==> src/rtl/muldiv_seq.sv <==
// Iterative MIPS multiply/divide unit owning HI/LO: one bit per cycle, then a
// single sign-fix cycle before the result is committed.
module muldiv_seq #(
   parameter int WIDTH = 32,
   parameter int CNT_W = 5
) (
   input  logic             clk,
   input  logic             rst_n,
   input  logic             start,
   input  logic [1:0]       op,
   input  logic [WIDTH-1:0] A,
   input  logic [WIDTH-1:0] B,
   input  logic             hi_we,
   input  logic             lo_we,
   input  logic [WIDTH-1:0] wdata,
   output logic             busy,
   output logic             done,
   output logic             div_by_zero,
   output logic [WIDTH-1:0] hi,
   output logic [WIDTH-1:0] lo
);

   typedef enum logic [1:0] {IDLE, CALC, FIX, DONE} state_t;

   state_t             state_reg;
   logic [CNT_W-1:0]   cnt_reg;
   logic [WIDTH-1:0]   acc_hi_reg;   // product high half, or remainder
   logic [WIDTH-1:0]   acc_lo_reg;   // product low half/multiplier, or quotient/dividend
   logic [WIDTH-1:0]   operand_reg;  // multiplicand or divisor
   logic               is_div_reg;
   logic               sign_a_reg;
   logic               sign_b_reg;
   logic               dbz_reg;
   logic               busy_reg;
   logic               done_reg;
   logic               dbz_out_reg;
   logic [WIDTH-1:0]   hi_reg;
   logic [WIDTH-1:0]   lo_reg;

   logic               accept;
   logic               sgn_a;
   logic               sgn_b;
   logic [WIDTH-1:0]   abs_a;
   logic [WIDTH-1:0]   abs_b;
   logic [WIDTH:0]     mul_sum;
   logic [WIDTH:0]     div_shift;
   logic [WIDTH:0]     div_trial;
   logic [2*WIDTH-1:0] prod_fix;
   logic [WIDTH-1:0]   quo_fix;
   logic [WIDTH-1:0]   rem_fix;

   assign accept = start && (state_reg == IDLE || state_reg == DONE);
   assign sgn_a  = op[0] & A[WIDTH-1];
   assign sgn_b  = op[0] & B[WIDTH-1];
   assign abs_a  = sgn_a ? -A : A;
   assign abs_b  = sgn_b ? -B : B;

   always_comb begin
      mul_sum   = {1'b0, acc_hi_reg};
      if (acc_lo_reg[0])
         mul_sum = {1'b0, acc_hi_reg} + {1'b0, operand_reg};
      div_shift = {acc_hi_reg, acc_lo_reg[WIDTH-1]};
      div_trial = div_shift - {1'b0, operand_reg};
   end

   // Sign correction; a zero divisor yields all-ones quotient and the dividend as remainder.
   always_comb begin
      prod_fix = {acc_hi_reg, acc_lo_reg};
      if (sign_a_reg ^ sign_b_reg)
         prod_fix = -{acc_hi_reg, acc_lo_reg};
      quo_fix = acc_lo_reg;
      if (dbz_reg)
         quo_fix = '1;
      else if (sign_a_reg ^ sign_b_reg)
         quo_fix = -acc_lo_reg;
      rem_fix = sign_a_reg ? -acc_hi_reg : acc_hi_reg;
   end

   always_ff @(posedge clk or negedge rst_n) begin
      if (!rst_n) begin
         state_reg   <= IDLE;
         cnt_reg     <= '0;
         acc_hi_reg  <= '0;
         acc_lo_reg  <= '0;
         operand_reg <= '0;
         is_div_reg  <= 1'b0;
         sign_a_reg  <= 1'b0;
         sign_b_reg  <= 1'b0;
         dbz_reg     <= 1'b0;
         busy_reg    <= 1'b0;
         done_reg    <= 1'b0;
         dbz_out_reg <= 1'b0;
         hi_reg      <= '0;
         lo_reg      <= '0;
      end else begin
         done_reg <= 1'b0;
         if (!busy_reg) begin
            if (hi_we) hi_reg <= wdata;
            if (lo_we) lo_reg <= wdata;
         end
         case (state_reg)
            IDLE, DONE: begin
               if (accept) begin
                  state_reg   <= CALC;
                  busy_reg    <= 1'b1;
                  cnt_reg     <= '0;
                  is_div_reg  <= op[1];
                  sign_a_reg  <= sgn_a;
                  sign_b_reg  <= sgn_b;
                  dbz_reg     <= op[1] && (B == '0);
                  dbz_out_reg <= 1'b0;
                  acc_hi_reg  <= '0;
                  acc_lo_reg  <= op[1] ? abs_a : abs_b;
                  operand_reg <= op[1] ? abs_b : abs_a;
               end else begin
                  state_reg <= IDLE;
               end
            end
            CALC: begin
               if (is_div_reg) begin
                  if (!div_trial[WIDTH]) begin
                     acc_hi_reg <= div_trial[WIDTH-1:0];
                     acc_lo_reg <= {acc_lo_reg[WIDTH-2:0], 1'b1};
                  end else begin
                     acc_hi_reg <= div_shift[WIDTH-1:0];
                     acc_lo_reg <= {acc_lo_reg[WIDTH-2:0], 1'b0};
                  end
               end else begin
                  acc_hi_reg <= mul_sum[WIDTH:1];
                  acc_lo_reg <= {mul_sum[0], acc_lo_reg[WIDTH-1:1]};
               end
               cnt_reg <= cnt_reg + 1'b1;
               if (cnt_reg == CNT_W'(WIDTH-1))
                  state_reg <= FIX;
            end
            FIX: begin
               state_reg   <= DONE;
               busy_reg    <= 1'b0;
               done_reg    <= 1'b1;
               dbz_out_reg <= dbz_reg;
               if (is_div_reg) begin
                  hi_reg <= rem_fix;
                  lo_reg <= quo_fix;
               end else begin
                  hi_reg <= prod_fix[2*WIDTH-1:WIDTH];
                  lo_reg <= prod_fix[WIDTH-1:0];
               end
            end
            default: state_reg <= IDLE;
         endcase
      end
   end

   assign busy        = busy_reg;
   assign done        = done_reg;
   assign div_by_zero = dbz_out_reg;
   assign hi          = hi_reg;
   assign lo          = lo_reg;

endmodule

==> config.mk <==
export PLATFORM = sky130hd
export DESIGN_NAME = muldiv_seq
export DESIGN_NICKNAME = d
export VERILOG_FILES = /design/src/rtl/muldiv_seq.sv
export SDC_FILE = /design/constraint.sdc
export NUM_CORES = 1
export LEC_CHECK = 0
export ABC_CLOCK_PERIOD_IN_PS = 3800
export BUFFER_PORTS_ARGS = -buffer_cell sky130_fd_sc_hd__buf_2
export CAP_MARGIN = 20
export CORE_MARGIN = 2
export CORE_UTILIZATION = 45
export CTS_BUF_LIST = sky130_fd_sc_hd__clkbuf_8
export CTS_CLUSTER_SIZE = 30
export DETAILED_ROUTE_END_ITERATION = 10
export GPL_ROUTABILITY_DRIVEN = 0
export PLACE_DENSITY = 0.67
export SLEW_MARGIN = 15
export SYNTH_ARGS = -nofsm -noshare
export SYNTH_HDL_FRONTEND = slang
export SYNTH_SLANG_ARGS = --single-unit
==> constraint.sdc <==
create_clock -name clk -period 3.8 [get_ports clk]
set_input_delay 0.57 -clock clk [delete_from_list [all_inputs] [get_ports clk]]
set_output_delay 0.57 -clock clk [all_outputs]
set_load 0.02 [all_outputs]
# [After elaboration in Yosys (flattened, before gate mapping)]
# Cells that the tools add are included.
[word_totals] reg_bits=174 latch_bits=0 ramBits=0 rom_bits=0 out_inout_bits=67 elab_cells=82 memories=0
[classes] add_sub_neg=8 multipliers=0 n_div=0 n_lt_le_gt_ge=0 eq_ne=7 shift=0 n_mux=35 bitwise=3 reduce_logical=15
[op_table] operator="two-way mux 32 bit" count=20
[op_table] operator="negator 32 bit" count=4
[op_table] operator="case mux 32 bit (2 select lines)" count=2
[op_table] operator="two-way mux 64 bit" count=1
[op_table] operator="negator 64 bit" count=1
[op_table] operator="adder 32 x 32 -> 33 bit" count=1
[op_table] operator="two-way mux 33 bit" count=1
[op_table] operator="subtractor 33 x 32 -> 33 bit" count=1
[op_table] operator="logical NOT 32 bit" count=1
[op_table] operator="case mux 5 bit (2 select lines)" count=1
[op_table] operator="AND reduction 2 bit" count=5
[op_table] operator="nonzero test 2 bit" count=4
[op_table] operator="case mux 2 bit (3 select lines)" count=1
[op_table] operator="adder 5 x 1 -> 5 bit (second input constant)" count=1
[op_table] operator="== test 5 bit (second input constant)" count=1
[op_table] operator="two-way mux 1 bit" count=5
[op_table] operator="two-way mux 5 bit" count=1
[op_table] operator="== test 2 bit (second input constant)" count=2
[op_table] operator="!= test 2 bit (second input constant)" count=2
[op_table] operator="case mux 1 bit (2 select lines)" count=2
[op_table] operator="AND 1 bit" count=2
[op_table] operator="== test 2 x 1 -> 1 bit (second input constant)" count=1
[op_table] operator="logical AND 1 bit" count=2
[op_table] operator="logical NOT 2 bit" count=1
[op_table] operator="other kinds (5)" count=5

# [Depth between registers and ports, before layout]
[depth] depth_word=5 ltp_mapped=14 depth_no_buf=13

# [Least setup slack after synthesis]
# No wires, ideal clock.
[synth_path] path_type="register -> register" from="register acc_lo_reg[31]" to="register acc_hi_reg[29]" setup_ns=0.122 arrival_time_ns=3.533 setup_slack_ns=0.146 path_stages_with_launch=14 path_buffers=1 period_less_slack_ns=3.654 cell_sequence="dfrtp_1 > inv_1 > ha_1 > fa_1 > nor2b_1 > o31ai_1 > a211oi_1 > a211oi_1 > o31ai_1 > a41oi_1 > xnor2_1 > clkbuf_1 > nand3_1 > a32o_1"
[synth_between] elab_chain_cells=4
[synth_rtl] item="from (decl)" line="28" text="logic [WIDTH-1:0] acc_lo_reg;"
[synth_rtl] item="from (signal assigned)" line="113" text="acc_lo_reg <= op[1] ? abs_a : abs_b;"
[synth_rtl] item="from (signal assigned)" line="123" text="acc_lo_reg <= {acc_lo_reg[WIDTH-2:0], 1'b1};"
[synth_rtl] item="from (signal assigned)" line="126" text="acc_lo_reg <= {acc_lo_reg[WIDTH-2:0], 1'b0};"
[synth_rtl] item="subtractor 33 x 32 -> 33 bit" line="63" text="div_trial = div_shift - {1'b0, operand_reg};"
[synth_rtl] item="two-way mux 32 bit" line="121" text="if (!div_trial[WIDTH]) begin"
[synth_rtl] item="two-way mux 32 bit" line="120" text="if (is_div_reg) begin"
[synth_rtl] item="case mux 32 bit (2 select lines)" line="101" text="case (state_reg)"
[synth_rtl] item="to (signal assigned)" line="122" text="acc_hi_reg <= div_trial[WIDTH-1:0];"
[synth_rtl] item="to (signal assigned)" line="125" text="acc_hi_reg <= div_shift[WIDTH-1:0];"
[synth_rtl] item="to (signal assigned)" line="129" text="acc_hi_reg <= mul_sum[WIDTH:1];"
[synth_rtl] item="to (decl)" line="27" text="logic [WIDTH-1:0] acc_hi_reg;"
# No other way between the ends.
# A chain may end at the register's enable or synchronous reset.

# [Worst setup path in the final report]
[layout_path] from="register acc_hi_reg[5]" to="register hi_reg[25] (netlist: hi[25])"
[layout_between] elab_chain_cells=4 elab_cells_between_ends=6
[layout_rtl] item="negator 64 bit / negator 32 bit (equally long branches)" line="70, 76"
[layout_rtl] item="two-way mux 64 bit / two-way mux 32 bit (equally long branches)" line="69, 76"
[layout_rtl] item="two-way mux 32 bit (*)" line="141" text="if (is_div_reg) begin"
[layout_rtl] item="two-way mux 32 bit (*)" line="101"
[layout_rtl] item="to (signal assigned)" line="98" text="if (hi_we) hi_reg <= wdata;"
[layout_rtl] item="to (signal assigned)" line="142" text="hi_reg <= rem_fix;"
[layout_rtl] item="to (signal assigned)" line="145" text="hi_reg <= prod_fix[2*WIDTH-1:WIDTH];"
[layout_rtl] item="to (decl)" line="37" text="logic [WIDTH-1:0] hi_reg;"
# Every way passes the cells marked *; elsewhere a longest branch is shown, timed or not.

==> results.ini <==
[pwr]
p_clk_share_pct=8.5
leakage_nw=7.931
p_sw_w=0.009245
p_seq_share_pct=21.9
power_density_mw_per_mm2=983.6
combPwrFrac_pct=69.6
finalPower_w=0.01706
p_sw_share_pct=54.19
peakVddDrop_v=0.0004341
p_int_w=0.007814

[drt]
finalWirelength_um=52570
drtIter0Drc=1517
drc=0
vias=15630
avgViaCountPerCell=6.120
dr.pass1.iters=6
ant_nets=0
wire_per_inst_um=20.58

[worst_hold_path]
hp-class=in2async

[placed_design]
port-buffer-count=169
dpl.hpwl_um=40370
dpl_worst_slack_ns=0.01734

[layout]
syn2layout_area_growth_pct=13.43
diodes=0
drive_gt1_share_pct=15.57
nFillCells=3269
multi_input_area_mm2=0.01027
nets=2270
ff_latch_area_mm2=0.004357

[floorplan]
ios=170
die_h_um=188.3
core-area_mm2=0.03353
start_util_pct=45.60
die_w_um=188.3
fp.dieArea_mm2=0.03547
num_rows=67

[timing]
finalCritPeriodShare_pct=95.70
clock_skew_ns=0.02982
slew_violations=0
finalWorstSetupSlack_ns=0.1634
tightest_slew_ns=1.062
max_freq_mhz=275.0
hold_viol_final=0
setup_violations=0
grt_setup_unrepaired=true
timing.final.crit_period_ns=3.637
max_slew_margin_pct=29.01

[logic_synthesis]
synthArstFlopShare_pct=100.0
synth_cells=1953
synth_edf_count=0
yosysUniqueCellTypes=74
synth_area_leaders=dfrtp_1 (28%), a21oi_1 (7.7%), ha_1 (5.9%)
avgSynthCellArea_um2=7.829
ys_warn_count=0
seq_area_frac_synth_pct=28.48
syn_nets=2130
ys_seq_elements=174
synthFlopType=dfrtp_1
synth_area_mm2=0.01529
yosys.area.top_type=dfrtp_1
yosysTopAreaCellShare_pct=28.48

[clocking]
hold_buffers=0
cts_made_buffers=17
htreeDepth=4
cts_max_path_buffers=2
cts_tree=yes
clockRootBuffer=clkbuf_8
insertion_delay_ns=0.51
clock_sinks=174
clk_pin_slew_ns=0.13
cts_setup_buffers=0

[grt]
grt_antenna_before_repair=0
grt_max_degree=73
track_usage_pct=29.32
grt_remaining_overflow=0
grt_pass1_wl_um=82090
grt_pass1_vias=14710

[critical_path]
cp_num_buf_inv=0
end_kind=flop
start_kind=flop
cp.arrival_ns=3.99
slowest_delay_ns=0.52
critical_path.cell_chain=or3_1, or4_1, or3_1, or4_1, or3_1, a21oi_1, nor2_1, o21ai_0, xor2_1, a21oi_1
crit_fanout=8
cpMostUsedCell=or3_1
path_class=reg2reg
cp.required_ns=4.15
crit_family=simple AND/OR/NAND/NOR gates
critPathSlowestCell=or4_1

[flow_run]
max_cap_violations=0

[run_status]
status=finished clean

## worst reg2reg max path: stages (launching register included)
cell     delay (ns)
dfrtp_2        0.51
or3_1          0.44
or4_1          0.52
or3_1          0.50
or4_1          0.51
or3_1          0.39
a21oi_1        0.17
nor2_1         0.06
o21ai_0        0.13
xor2_1         0.18
a21oi_1        0.08
## worst paths after layout
path / start / endpoint / slack (ns) / cells past startpoint
worst max-delay path: acc_hi_reg[5] / hi[25] / 0.16 / 10
worst min-delay path: rst_n / lo[2] / 0.05 / 1
worst max register to register: acc_hi_reg[5] / hi[25] / 0.16 / 10
worst min register to register: cnt_reg[4] / cnt_reg[4] / 0.48 / 2
max in group asynchronous: rst_n / acc_hi_reg[5] / 2.79 / 2
min in group clk: wdata[0] / hi[0] / 0.37 / 3
## synthesized netlist by cell type (all sizes together), types with 20 or more instances
cell type	n
a211oi	85
a21o	31
a21oi	236
a31oi	21
and2	43
clkbuf	112
dfrtp	174
ha	72
inv	64
mux2	26
mux2i	56
nand2	182
nand2b	20
nand3	22
nor2	183
nor3	50
o21ai	153
o31ai	23
xnor2	86
xor2	86
## per-stage QoR
stage	cell area [µm²]	hold slack [ns]	util, %	TNS, ns	instances
after floorplan	15290	0.2744	-	0	1953
after CTS	17320	0.07420	51.64	0	2554
after global routing	17340	0.09512	51.72	-0.01362	2554
final	17340	0.04966	51.72	0	2554
after detailed placement	16870	0.4639	50.30	0	2522
after global placement	16870	0.4569	50.30	0	2522
## metal layers
metal  vias to the layer above  GRT usage (%)  share of wire [%]
met4                         0          12.68                4.4
met1                      7453          40.66                 43
met5                         -              0                  0
met3                       120          3.185                7.4
li1                       7333              -                  -
met2                       725          46.47                 45
## area by class of cell
type | count | area share [%]
timing repair buffer | 245 | 8.419
sequential | 174 | 25.12
clock buffer | 17 | 1.349
clock inverter | 15 | 1.241
multi-input combinational | 1590 | 59.23
inverter | 65 | 1.407
tap | 448 | 3.232
## layout by cell type, fill, tap and decap left out, drive strengths merged, types with 10 or more instances in the layout
| cell | netlist | routed |
|---|---|---|
| dfrtp | 174 | 174 |
| a22o | 11 | 11 |
| xnor2 | 86 | 86 |
| nor2b | 17 | 17 |
| a21oi | 236 | 236 |
| or4 | 15 | 15 |
| nor4 | 16 | 16 |
| nand3 | 22 | 22 |
| o21bai | 10 | 10 |
| a21o | 31 | 31 |
| nor3 | 50 | 50 |
| a31oi | 21 | 21 |
| nor2 | 183 | 183 |
| and3 | 10 | 10 |
| inv | 64 | 69 |
| buf | 12 | 245 |
| nand2 | 182 | 182 |
| xor2 | 86 | 86 |
| ha | 72 | 72 |
| or3 | 16 | 16 |
| o31ai | 23 | 23 |
| a211oi | 85 | 85 |
| o41ai | 13 | 13 |
| mux2i | 56 | 56 |
| nand2b | 20 | 20 |
| mux2 | 26 | 26 |
| o211ai | 15 | 15 |
| and2 | 43 | 43 |
| clkbuf | 112 | 17 |
| o21ai | 153 | 153 |
## power groups by stage
stage / registers (W) / clock network, W / logic (W)
after global routing: 0.00384 / 0.00152 / 0.0130
final: 0.00374 / 0.00144 / 0.0119
after detailed placement: 0.00375 / 0 / 0.0115
after global placement: 0.00372 / 0 / 0.0113
after CTS: 0.00370 / 0.00145 / 0.0116
after floorplan: 0.00377 / 0 / 0.00802
## cells by family (layout without fill, tap and decap cells)
| group | Yosys count | in the layout | share of synthesized area (%) |
|---|---|---|---|
| multiplexers | 82 | 82 | 5.581 |
| AO/OA/AOI/OAI | 662 | 662 | 26.67 |
| adder cells (fa/ha/maj) | 74 | 74 | 6.153 |
| buffers and inverters | 189 | 342 | 4.648 |
| XOR/XNOR | 172 | 172 | 9.901 |
| flip-flops | 174 | 174 | 28.48 |
| AND/OR/NAND/NOR | 600 | 600 | 18.57 |
## repair_timing
action	4_1_cts	5_1_grt
endpoints found under the hold margin	0	0
setup endpoints to repair	0	34
resized for setup	0	6
(Power assumes the default switching activity.)
